--- src/rtl/telemetry_uart_tx.sv ---
// telemetry_uart_tx: buffers 8-bit converter samples in a small FIFO and sends them as UART frames
// Ports: clk/rst (sync, active-high), sample_in/sample_valid/sample_ready (write handshake),
//        tx (registered serial line, idle high), busy (frame or data pending), overflow (sticky drop flag)
// Define TELEMETRY_TX_PARITY_EN to append an even-parity bit (11-bit frames); default is 10-bit frames.
module telemetry_uart_tx #(
  parameter int CLKS_PER_BIT = 868,
  parameter int FIFO_DEPTH   = 4
) (
  input  logic       clk,
  input  logic       rst,
  input  logic [7:0] sample_in,
  input  logic       sample_valid,
  output logic       sample_ready,
  output logic       tx,
  output logic       busy,
  output logic       overflow
);
  localparam int AW = $clog2(FIFO_DEPTH);
  localparam int CW = AW + 1;
  localparam int TW = $clog2(CLKS_PER_BIT);
  typedef enum logic [2:0] {IDLE, START, DATA, PARITY, STOP} state_t;
  state_t        state_q;
  logic [7:0]    mem_q [FIFO_DEPTH];
  logic [AW-1:0] wr_ptr_q, rd_ptr_q;
  logic [CW-1:0] count_q;
  logic [TW-1:0] tmr_q;
  logic [2:0]    bit_q;
  logic [7:0]    shift_q, head;
  logic          tx_q, tx_d, ovf_q, wr, pop, tmr_last;
`ifdef TELEMETRY_TX_PARITY_EN
  logic          par_q;
`endif
  assign head         = mem_q[rd_ptr_q];
  assign sample_ready = count_q != CW'(FIFO_DEPTH);
  assign wr           = sample_valid && sample_ready;
  assign tmr_last     = tmr_q == TW'(CLKS_PER_BIT - 1);
  // A frame ending with data still queued reloads straight into START, so frames stay contiguous.
  assign pop          = count_q != '0 && (state_q == IDLE || (state_q == STOP && tmr_last));
  assign busy         = state_q != IDLE || count_q != '0;
  assign tx           = tx_q;
  assign overflow     = ovf_q;
  always_comb begin
    tx_d = state_q == START ? 1'b0 : state_q == DATA ? shift_q[0] : 1'b1;
`ifdef TELEMETRY_TX_PARITY_EN
    if (state_q == PARITY) tx_d = par_q;
`endif
  end
  always_ff @(posedge clk)
    if (wr) mem_q[wr_ptr_q] <= sample_in;
  always_ff @(posedge clk) begin
    if (rst) begin
      wr_ptr_q <= '0;
      rd_ptr_q <= '0;
      count_q  <= '0;
      ovf_q    <= 1'b0;
    end else begin
      if (wr) wr_ptr_q <= wr_ptr_q + AW'(1);
      if (pop) rd_ptr_q <= rd_ptr_q + AW'(1);
      count_q <= count_q + CW'(wr) - CW'(pop);
      if (sample_valid && !sample_ready) ovf_q <= 1'b1;
    end
  end
  always_ff @(posedge clk) begin
    if (rst) begin
      state_q <= IDLE;
      tmr_q   <= '0;
      bit_q   <= '0;
      shift_q <= '0;
      tx_q    <= 1'b1;
`ifdef TELEMETRY_TX_PARITY_EN
      par_q   <= 1'b0;
`endif
    end else begin
      tx_q  <= tx_d;
      tmr_q <= (state_q == IDLE || tmr_last) ? '0 : tmr_q + TW'(1);
      if (pop) begin
        shift_q <= head;
`ifdef TELEMETRY_TX_PARITY_EN
        par_q   <= ^head;
`endif
      end
      case (state_q)
        IDLE: if (pop) state_q <= START;
        START: if (tmr_last) begin
          state_q <= DATA;
          bit_q   <= '0;
        end
        DATA: if (tmr_last) begin
          shift_q <= shift_q >> 1;
          bit_q   <= bit_q + 3'd1;
`ifdef TELEMETRY_TX_PARITY_EN
          if (bit_q == 3'd7) state_q <= PARITY;
`else
          if (bit_q == 3'd7) state_q <= STOP;
`endif
        end
`ifdef TELEMETRY_TX_PARITY_EN
        PARITY: if (tmr_last) state_q <= STOP;
`endif
        STOP: if (tmr_last) state_q <= pop ? START : IDLE;
        default: state_q <= IDLE;
      endcase
    end
  end
endmodule
--- config.mk ---
export PLATFORM = sky130hd
export DESIGN_NAME = telemetry_uart_tx
export DESIGN_NICKNAME = d
export VERILOG_FILES = /design/src/rtl/telemetry_uart_tx.sv
export SDC_FILE = /design/constraint.sdc
export NUM_CORES = 1
export LEC_CHECK = 0
export BUFFER_PORTS_ARGS = -buffer_cell sky130_fd_sc_hd__clkbuf_2
export CAP_MARGIN = 5
export CORE_MARGIN = 3
export CORE_UTILIZATION = 67
export CTS_BUF_LIST = sky130_fd_sc_hd__clkbuf_2
export CTS_CLUSTER_DIAMETER = 120
export CTS_CLUSTER_SIZE = 25
export DETAILED_ROUTE_END_ITERATION = 8
export GPL_TIMING_DRIVEN = 0
export PLACE_DENSITY = 0.86
export SLEW_MARGIN = 20
export SYNTH_ARGS = -nofsm -noshare
export SYNTH_HDL_FRONTEND = slang
export SYNTH_SLANG_ARGS = --single-unit
--- constraint.sdc ---
create_clock -name clk -period 5.48 [get_ports clk]
set_input_delay 0.274 -clock clk [delete_from_list [all_inputs] [get_ports clk]]
set_output_delay 0.274 -clock clk [all_outputs]
set_load 0.1 [all_outputs]
==> impl_metrics.env, run 1 <==
export IMPL_outcome="completed"
export IMPL_place_gp_congestion=0.821
export IMPL_cp_slowest_cell="dfxtp_1"
export IMPL_grt_max_degree=13
export IMPL_io_buffers=14
export IMPL_drtIter0Drc=154
export IMPL_worst_pin_slew_ns=0.547
export IMPL_vias=1918
export IMPL_critPathMostFrequentCell="ha_1"
export IMPL_syn_area_per_cell_sq_um=12.3
export IMPL_initial_utilization=0.731
export IMPL_reg2reg_from="tmr_q[0]"
export IMPL_fin_area_sq_um=3190
export IMPL_die_y_um=70.9
export IMPL_ys_ff_latch=67
export IMPL_rows=22
export IMPL_dieArea_sq_um=5020
export IMPL_crit_fanout=10
export IMPL_cts_tree="done"
export IMPL_p_per_area_nw_per_um2=468
export IMPL_synth_top_area_frac=0.341
export IMPL_hold_violations=0
export IMPL_placed_area_sq_um=2950
export IMPL_finalCriticalPeriod_ns=3.15
export IMPL_clkTransAtPathRegs_ns=0.20
export IMPL_critPathKind="reg2reg"
export IMPL_netlist_top_cells_count="35 x dfxtp_1, 32 x edfxtp_1, 22 x nor2_1"
export IMPL_antenna_found_initial=0
export IMPL_cp_endpoint="count_q[2]"
export IMPL_multi_input_area_sq_um=1050
export IMPL_nNetsFinal=283
export IMPL_synth_edf_count=32
export IMPL_clk_latency_ns=0.54
export IMPL_via_per_inst=6.09
export IMPL_min_period_over_period=0.574
export IMPL_synth_area_leaders="edfxtp_1 34%, dfxtp_1 25%, mux4_2 6.4%"
export IMPL_fin_worst_skew_ns=0.0248
export IMPL_drive_gt1_frac=0.172
export IMPL_cts_root_buffer="clkbuf_2"
export IMPL_area_delta_synth_final_pct=13.2
export IMPL_die_x_um=70.9
export IMPL_relSlewSlack=0.637
export IMPL_ys_seq_area_frac=0.590
export IMPL_startpoint="tmr_q[0]"
export IMPL_drtAntennaViolNets=0
export IMPL_register_area_sq_um=1660
export IMPL_start_kind="flip-flop"
export IMPL_setup_tns_ns=0
export IMPL_rsz0062_at_grt="no"
export IMPL_yosysMostFrequentCell="dfxtp_1"
export IMPL_min_path_type="in2reg"
export IMPL_grt_pass1_wl_mm=9.96
export IMPL_yosysWarnings=0
export IMPL_yosys_most_used_dff="dfxtp_1"
export IMPL_ir_worst_vdd_mv=0.438
export IMPL_final_core_util=0.828
export IMPL_reg2reg_to="count_q[2]"
export IMPL_cap_violations=0
export IMPL_drc=0
export IMPL_crit_chain="ha_1 -> nor3b_2 -> a31oi_1 -> clkbuf_1 -> nor2_1 -> ha_1 -> inv_1 -> ha_1 -> inv_1 -> fa_1 -> xor2_1 -> xnor2_1 -> nor2_1"
export IMPL_synth_area_leader_cell="edfxtp_1"
export IMPL_cts_root_to_sink_buffers=2
export IMPL_ys_async_sr_fraction=0
export IMPL_end_kind="flip-flop"
export IMPL_r2r_cells=13
export IMPL_crit_required_ns=5.91
export IMPL_setup_viol=0
export IMPL_io_pins=15
export IMPL_dp_slack_ns=2.57
export IMPL_grt_usage=0.272
export IMPL_dp_hpwl_mm=3.45
export IMPL_n_fill_cell=179
export IMPL_crit_arrival_ns=3.58
export IMPL_core_area_sq_um=3850
export IMPL_cts_max_level=3
export IMPL_fmax_mhz=318
export IMPL_r2r_slack_ns=2.33
export IMPL_synth_cells=229
export IMPL_wl_per_cell_um=19.8
export IMPL_grt_overflow=0
export IMPL_syn_cell_area_sq_um=2820
export IMPL_synthesis_nets=250
export IMPL_max_stage_delay_ns=0.39
export IMPL_cts_sinks=67
export IMPL_setup_ws_ns=2.33
export IMPL_antennaDiodeCount=0
export IMPL_wirelength_mm=6.25
export IMPL_p_leak_uw=0.00119
export IMPL_cts_buffers=9
export IMPL_ys_types=42
export IMPL_grt_pass1_vias=1933
export IMPL_slew_violations=0
export IMPL_firstDrtPassIters=5
==> state kept, by name, indices dropped and copies added (netlist names), named ones only <==
name and count:
mem_q 32, tmr_q 10, shift_q 8, bit_q 3, count_q 3, state_q 3
rd_ptr_q 2, wr_ptr_q 2, overflow 1, tx 1
==> kinds of logic after synthesis <==
| family | synth area share |
|---|---|
| XOR/XNOR | 0.0373 |
| AO/OA/AOI/OAI | 0.0826 |
| buffers and inverters | 0.0382 |
| multiplexers | 0.0679 |
| flip-flops | 0.590 |
| AND/OR/NAND/NOR | 0.137 |
| adder cells (fa/ha/maj) | 0.0471 |
==> power by group <==
| group | switching, uW | total, uW | internal (uW) |
|---|---|---|---|
| Sequential | 41.3 | 647 | 606 |
| Clock | 191 | 387 | 196 |
| Combinational | 280 | 460 | 180 |
| Total | 512 | 1490 | 982 |
==> layout by cell type, fill, tap and decap left out, types with 9 or more instances in the layout <==
cell and count:
dfxtp_1 35, ha_1 9, a31oi_1 10, nor2_1 22, edfxtp_1 32, o21ai_0 16
inv_1 10, clkbuf_2 24, nand2_1 9
==> repair_timing <==
item                                   4_1_cts  5_1_grt
endpoints found under the hold margin       29        0
setup endpoints to repair                    0        0
hold buffers                                 8        0
resized for setup                            0        0
setup buffers                                0        0
==> layer usage <==
layer | global-route usage | vias up | part of all wire
li1 | - | 905 | -
met1 | 0.321 | 917 | 0.39
met2 | 0.458 | 74 | 0.51
met3 | 0.0739 | 22 | 0.057
met4 | 0.140 | 0 | 0.040
met5 | 0 | - | 0
==> critical path: cells and delay by family (launching register included) <==
kind / cells / cell delay (ns)
AO/OA/AOI/OAI: 1 / 0.32
flip-flops: 1 / 0.39
buffers and inverters: 3 / 0.49
AND/OR/NAND/NOR: 3 / 0.38
XOR/XNOR: 2 / 0.35
adder cells (fa/ha/maj): 4 / 1.12
==> metrics by stage <==
step | instances | total power, uW | hold slack (ns)
finish | 315 | 1490 | 0.0846
global route | 315 | 1550 | 0.0921
CTS | 315 | 1470 | 0.0450
detailed placement | 291 | 1080 | 0.457
global placement | 291 | 1060 | 0.445
floorplan | 229 | 987 | 0.373
==> how the worst min path moves through the flow <==
stage                  from          end  slack (ns)  cells after the start
6_report                rst   shift_q[0]        0.08                      4
5_1_grt                 rst   shift_q[0]        0.09                      4
4_1_cts        sample_valid     overflow        0.04                      3
3_5_place_dp       tmr_q[0]     tmr_q[0]        0.46                      1
3_3_place_gp       tmr_q[0]     tmr_q[0]        0.44                      1
2_1_floorplan  sample_in[0]  mem_q[0][0]        0.37                      0
==> layout make-up <==
| class | instances | share of cell area |
|---|---|---|
| buffer | 13 | 0.0220 |
| clock buffer | 9 | 0.0141 |
| clock inverter | 7 | 0.0365 |
| inverter | 10 | 0.0118 |
| multi-input combinational | 139 | 0.329 |
| sequential | 67 | 0.521 |
| tap | 48 | 0.0188 |
| timing repair buffer | 22 | 0.0471 |
Power figures use the tool's default switching activity.
==> run 2, diff against run 1 <==
CORE_UTILIZATION = 56   (was 67)
PLACE_DENSITY = 0.77   (was 0.86)
clock period = 2.6 ns   (was 5.48 ns; I/O delays follow)
==> run 2 against run 1 <==
Compared with the run above: power up 90%; die area rose by 18%; critical path type unchanged; highest routed layer unchanged; critical path depth down 2; sequential share of layout area is 0.91 points lower; core utilization shrank 15 points; via count shrank 7.2%; critical endpoint unchanged; sequential cell count unchanged; fmax is 29% higher; worst setup slack got worse by 2.2 ns; cell count grew 7.6%.
==> impl_metrics.env, run 2 (synthesis results as in run 1) <==
export IMPL_cts_sinks=67
export IMPL_p_leak_uw=0.00119
export IMPL_finalCriticalPeriod_ns=2.43
export IMPL_initial_utilization=0.589
export IMPL_cts_root_to_sink_buffers=2
export IMPL_dp_hpwl_mm=3.11
export IMPL_ir_worst_vdd_mv=0.485
export IMPL_critPathMostFrequentCell="inv_1"
export IMPL_comb_power_share=0.328
export IMPL_largest_reg_flops=32
export IMPL_rsz0062_at_grt="no"
export IMPL_cap_violations=0
export IMPL_grt_overflow=0
export IMPL_wl_per_cell_um=13.5
export IMPL_dieArea_sq_um=5920
export IMPL_outcome="completed"
export IMPL_die_x_um=76.9
export IMPL_clkTransAtPathRegs_ns=0.17
export IMPL_slew_violations=0
export IMPL_clk_latency_ns=0.48
export IMPL_whs_ns=0.407
export IMPL_hold_violations=0
export IMPL_final_core_util=0.681
export IMPL_crit_required_ns=2.97
export IMPL_io_buffers=14
export IMPL_drc=0
export IMPL_io_pins=15
export IMPL_min_period_over_period=0.936
export IMPL_setup_viol=0
export IMPL_layoutNonFillerInstCount=339
export IMPL_p_per_area_nw_per_um2=871
export IMPL_nNetsFinal=288
export IMPL_vias=1779
export IMPL_die_y_um=76.9
export IMPL_p_seq_frac=0.478
export IMPL_worst_pin_slew_ns=0.544
export IMPL_drive_gt1_frac=0.224
export IMPL_crit_arrival_ns=2.80
export IMPL_drtAntennaViolNets=0
export IMPL_end_kind="flip-flop"
export IMPL_antennaDiodeCount=0
export IMPL_reg_largest_list="mem_q (32), tmr_q (10), shift_q (8)"
export IMPL_largest_register="mem_q"
export IMPL_layout_commonest_cell="edfxtp_1"
export IMPL_min_path_type="in2reg"
export IMPL_startpoint="count_q[1]"
export IMPL_crit_chain="or3b_4 -> and2_1 -> inv_1 -> ha_1 -> inv_1 -> ha_1 -> inv_1 -> fa_2 -> xor2_2 -> xnor2_1 -> nor2_1"
export IMPL_place_gp_congestion=0.753
export IMPL_cp_slowest_cell="or3b_4"
export IMPL_p_int_uw=1880
export IMPL_cts_buffers=9
export IMPL_reg2reg_from="count_q[1]"
export IMPL_register_area_sq_um=1670
export IMPL_cts_root_buffer="clkbuf_2"
export IMPL_start_kind="flip-flop"
export IMPL_max_stage_delay_ns=0.43
export IMPL_crit_fanout=6
export IMPL_multi_input_area_sq_um=1090
export IMPL_layout_common_cells="32 x edfxtp_1, 30 x dfxtp_1, 24 x clkbuf_2, 21 x nor2_1, 16 x o21ai_0"
export IMPL_grt_usage=0.172
export IMPL_core_area_sq_um=4790
export IMPL_grt_max_degree=13
export IMPL_p_sw_frac=0.338
export IMPL_wirelength_mm=4.58
export IMPL_antenna_found_initial=0
export IMPL_relSlewSlack=0.639
export IMPL_drtIter0Drc=61
export IMPL_fin_worst_skew_ns=0.0175
export IMPL_cts_max_level=3
export IMPL_cts_tree="done"
export IMPL_area_delta_synth_final_pct=15.6
export IMPL_rows=25
export IMPL_firstDrtPassIters=4
export IMPL_place_inst=310
export IMPL_clock_power_share=0.194
export IMPL_p_switching_uw=959
export IMPL_via_per_inst=5.25
export IMPL_critPathKind="reg2reg"
export IMPL_fmax_mhz=411
export IMPL_grt_pass1_wl_mm=7.80
export IMPL_n_fill_cell=354
export IMPL_worstHoldStart="sample_in[2]"
export IMPL_grt_pass1_vias=1713
## run 2: cell type report
type / instances / share of cell area
timing repair buffer: 29 / 0.0637
buffer: 11 / 0.0192
sequential: 67 / 0.512
clock inverter: 7 / 0.0180
tap: 67 / 0.0257
clock buffer: 9 / 0.0138
multi-input combinational: 139 / 0.336
inverter: 10 / 0.0115
## run 2: power by group through the flow
stage / clock network (uW) / registers, uW / logic [uW]
after global routing: 617 / 1370 / 1030
final: 550 / 1360 / 932
after detailed placement: 0 / 1380 / 893
after floorplan: 0 / 1400 / 688
after global placement: 0 / 1370 / 867
after CTS: 567 / 1350 / 915
## run 2: routing by layer
metal / up-vias / track usage / routed length [um]
met5: - / 0 / 0
met4: 0 / 0.0543 / 53
met3: 4 / 0.0681 / 174
met2: 27 / 0.282 / 2190
met1: 840 / 0.207 / 2160
li1: 908 / - / -
## run 2: what timing repair did
action,in CTS,in global routing
pin swaps,0,2
endpoints found under the setup margin,2,1
gates resized for setup,10,7
hold endpoints to repair,34,0
buffers inserted,2,3
hold buffers,10,0
## run 2: worst paths after layout
kind	to	slack, ns	cells past startpoint
worst max-delay path	count_q[2]	0.17	11
worst max register to register	count_q[2]	0.17	11
worst min-delay path	mem_q[1][2]	0.41	2
worst min register to register	shift_q[7]	0.48	2
## run 2: through the flow
step | setup TNS, ns | setup WS, ns | instance area, sq um | total power (uW)
after floorplan | 0 | 0.0494 | 2820 | 2090
after global placement | -0.223 | -0.219 | 2970 | 2240
after detailed placement | -0.374 | -0.300 | 2970 | 2270
after CTS | 0 | 0.0244 | 3230 | 2830
after global routing | 0 | 0.0252 | 3260 | 3020
final | 0 | 0.167 | 3260 | 2840
## run 2: worst max-delay path, delay by kind of cell (launching register included)
| family | cells | cell delay [ns] |
|---|---|---|
| adders and majority gates | 3 | 0.72 |
| and+or+nand+nor | 3 | 0.70 |
| DFF | 1 | 0.40 |
| xor gates and xnor gates | 2 | 0.31 |
| buffers and inverters | 3 | 0.21 |
==> run 3, diff against run 2 <==
BUFFER_PORTS_ARGS = default   (was -buffer_cell sky130_fd_sc_hd__clkbuf_2)
CORE_UTILIZATION = 59   (was 56)
DONT_BUFFER_PORTS = 1   (was default)
PLACE_DENSITY = 0.78   (was 0.77)
SETUP_SLACK_MARGIN = 0.3   (was default)
==> run 3 against run 2 <==
Compared with the run above: cell count decreased by 4.4%; die area decreased by 4.7%; core utilization increased by 7.2 points; fmax decreased by 3.7%; critical path type unchanged; critical endpoint unchanged; highest routed layer unchanged.
==> impl_metrics.env, run 3 (synthesis results as in run 1) <==
export IMPL_outcome="completed"
export IMPL_cts_root_to_sink_buffers=2
export IMPL_min_path_type="in2reg"
export IMPL_initial_utilization=0.630
export IMPL_grt_pass1_vias=1759
export IMPL_reg_largest_list="mem_q (32), tmr_q (10), shift_q (8)"
export IMPL_largest_reg_flops=32
export IMPL_path_buf_inv=3
export IMPL_area_delta_synth_final_pct=19.5
export IMPL_io_pins=15
export IMPL_place_gp_congestion=0.806
export IMPL_clock_power_share=0.232
export IMPL_drtAntennaViolNets=0
export IMPL_power_uw=3130
export IMPL_cts_max_level=3
export IMPL_layout_commonest_cell="edfxtp_1"
export IMPL_wl_per_cell_um=15.7
export IMPL_setup_ws_ns=0.0725
export IMPL_start_kind="flip-flop"
export IMPL_drc=0
export IMPL_vias=1831
export IMPL_nNetsFinal=288
export IMPL_dp_hpwl_mm=3.15
export IMPL_grt_usage=0.205
export IMPL_p_switching_uw=1060
export IMPL_cap_violations=0
export IMPL_via_per_inst=5.65
export IMPL_cts_sinks=67
export IMPL_die_y_um=75.1
export IMPL_p_seq_frac=0.448
export IMPL_grt_max_degree=14
export IMPL_crit_required_ns=2.98
export IMPL_min_period_over_period=0.972
export IMPL_drive_gt1_frac=0.235
export IMPL_grt_overflow=0
export IMPL_clk_latency_ns=0.49
export IMPL_final_core_util=0.753
export IMPL_fmax_mhz=396
export IMPL_p_int_uw=2070
export IMPL_end_kind="flip-flop"
export IMPL_cts_root_buffer="clkbuf_2"
export IMPL_antenna_found_initial=0
export IMPL_worst_pin_slew_ns=1.05
export IMPL_critPathMostFrequentCell="ha_4"
export IMPL_firstDrtPassIters=4
export IMPL_critPathKind="reg2reg"
export IMPL_layout_common_cells="32 x edfxtp_1, 31 x dfxtp_1, 21 x nor2_1, 16 x o21ai_0, 15 x buf_4"
export IMPL_drtIter0Drc=85
export IMPL_clkTransAtPathRegs_ns=0.19
export IMPL_p_leak_uw=0.00123
export IMPL_crit_family="adder cells"
export IMPL_slew_violations=0
export IMPL_ir_worst_vdd_mv=0.571
export IMPL_dieArea_sq_um=5640
export IMPL_whs_ns=0.0520
export IMPL_relSlewSlack=0.299
export IMPL_antennaDiodeCount=0
export IMPL_core_area_sq_um=4470
export IMPL_rows=24
export IMPL_largest_register="mem_q"
export IMPL_setup_viol=0
export IMPL_wirelength_mm=5.10
export IMPL_grt_pass1_wl_mm=8.14
export IMPL_crit_fanout=4
export IMPL_cts_buffers=9
export IMPL_max_stage_delay_ns=0.40
export IMPL_hold_violations=0
export IMPL_fin_worst_skew_ns=0.0159
export IMPL_rsz0062_at_grt="yes"
export IMPL_crit_chain="ha_4 -> nor3b_4 -> a31oi_4 -> clkbuf_8 -> nor2_4 -> ha_4 -> inv_4 -> ha_4 -> inv_2 -> fa_2 -> xor2_1 -> xnor2_1 -> nor2_1"
export IMPL_p_per_area_nw_per_um2=929
export IMPL_finalCriticalPeriod_ns=2.53
export IMPL_io_buffers=0
export IMPL_comb_power_share=0.320
export IMPL_p_sw_frac=0.339
export IMPL_crit_arrival_ns=2.90
export IMPL_cp_slowest_cell="dfxtp_2"
export IMPL_dp_slack_ns=0.00234
export IMPL_die_x_um=75.1
export IMPL_cts_tree="done"
[run 3: cell count changes in the layout (fill, tap and decap cells not counted), moves of 2 or more]
cell           change
clkbuf_2          -14
buf_4              +9
clkinv_1           -3
dlygate4sd3_1      +3
ha_4               +3
inv_1              -3
inv_6              +3
clkbuf_8           +2
dfxtp_2            -2
ha_1               -2
inv_4              +2
[run 3: worst paths after layout]
path | cells after the start | to | slack, ns | from
max | 13 | count_q[2] | 0.07 | tmr_q[0]
min | 2 | count_q[1] | 0.05 | rst
max reg2reg | 13 | count_q[2] | 0.07 | tmr_q[0]
min reg2reg | 2 | shift_q[7] | 0.49 | shift_q[7]
[run 3: timing repair]
action                                  in CTS  in global routing
hold buffers                                12                  1
setup buffers                               12                  2
gates resized for setup                     11                  3
endpoints found under the setup margin       2                  3
pin swaps                                    1                  7
endpoints found under the hold margin       49                 10
[run 3: metal layers]
| metal | routed length (um) | vias to the layer above | track usage |
|---|---|---|---|
| li1 | - | 910 | - |
| met1 | 2280 | 878 | 0.258 |
| met2 | 2520 | 34 | 0.324 |
| met3 | 204 | 9 | 0.0708 |
| met4 | 93 | 0 | 0.0830 |
| met5 | 0 | - | 0 |
[run 3: area by class of cell]
cell class | count | area, sq um
Buffer | 13 | 90.1
Clock buffer | 9 | 45.0
Clock inverter | 7 | 98.8
Fill cell | 289 | 1110
Inverter | 10 | 42.5
Multi-Input combinational cell | 139 | 1120
Sequential cell | 67 | 1670
Tap cell | 52 | 65.1
Timing Repair Buffer | 27 | 235
[run 3: power groups by stage]
stage / Clock (uW) / Sequential, uW / Combinational, uW
2_1_floorplan: 0 / 1400 / 699
3_3_place_gp: 0 / 1420 / 807
3_5_place_dp: 0 / 1420 / 824
4_1_cts: 742 / 1390 / 966
5_1_grt: 788 / 1420 / 1110
6_report: 726 / 1400 / 1000
[run 3: per-stage QoR]
stage | std cells | TNS [ns] | cell area, sq um
after floorplan | 229 | 0 | 2860
after global placement | 281 | 0 | 2920
after detailed placement | 281 | 0 | 2920
after CTS | 321 | 0 | 3320
after global routing | 324 | -0.0222 | 3370
final | 324 | 0 | 3370
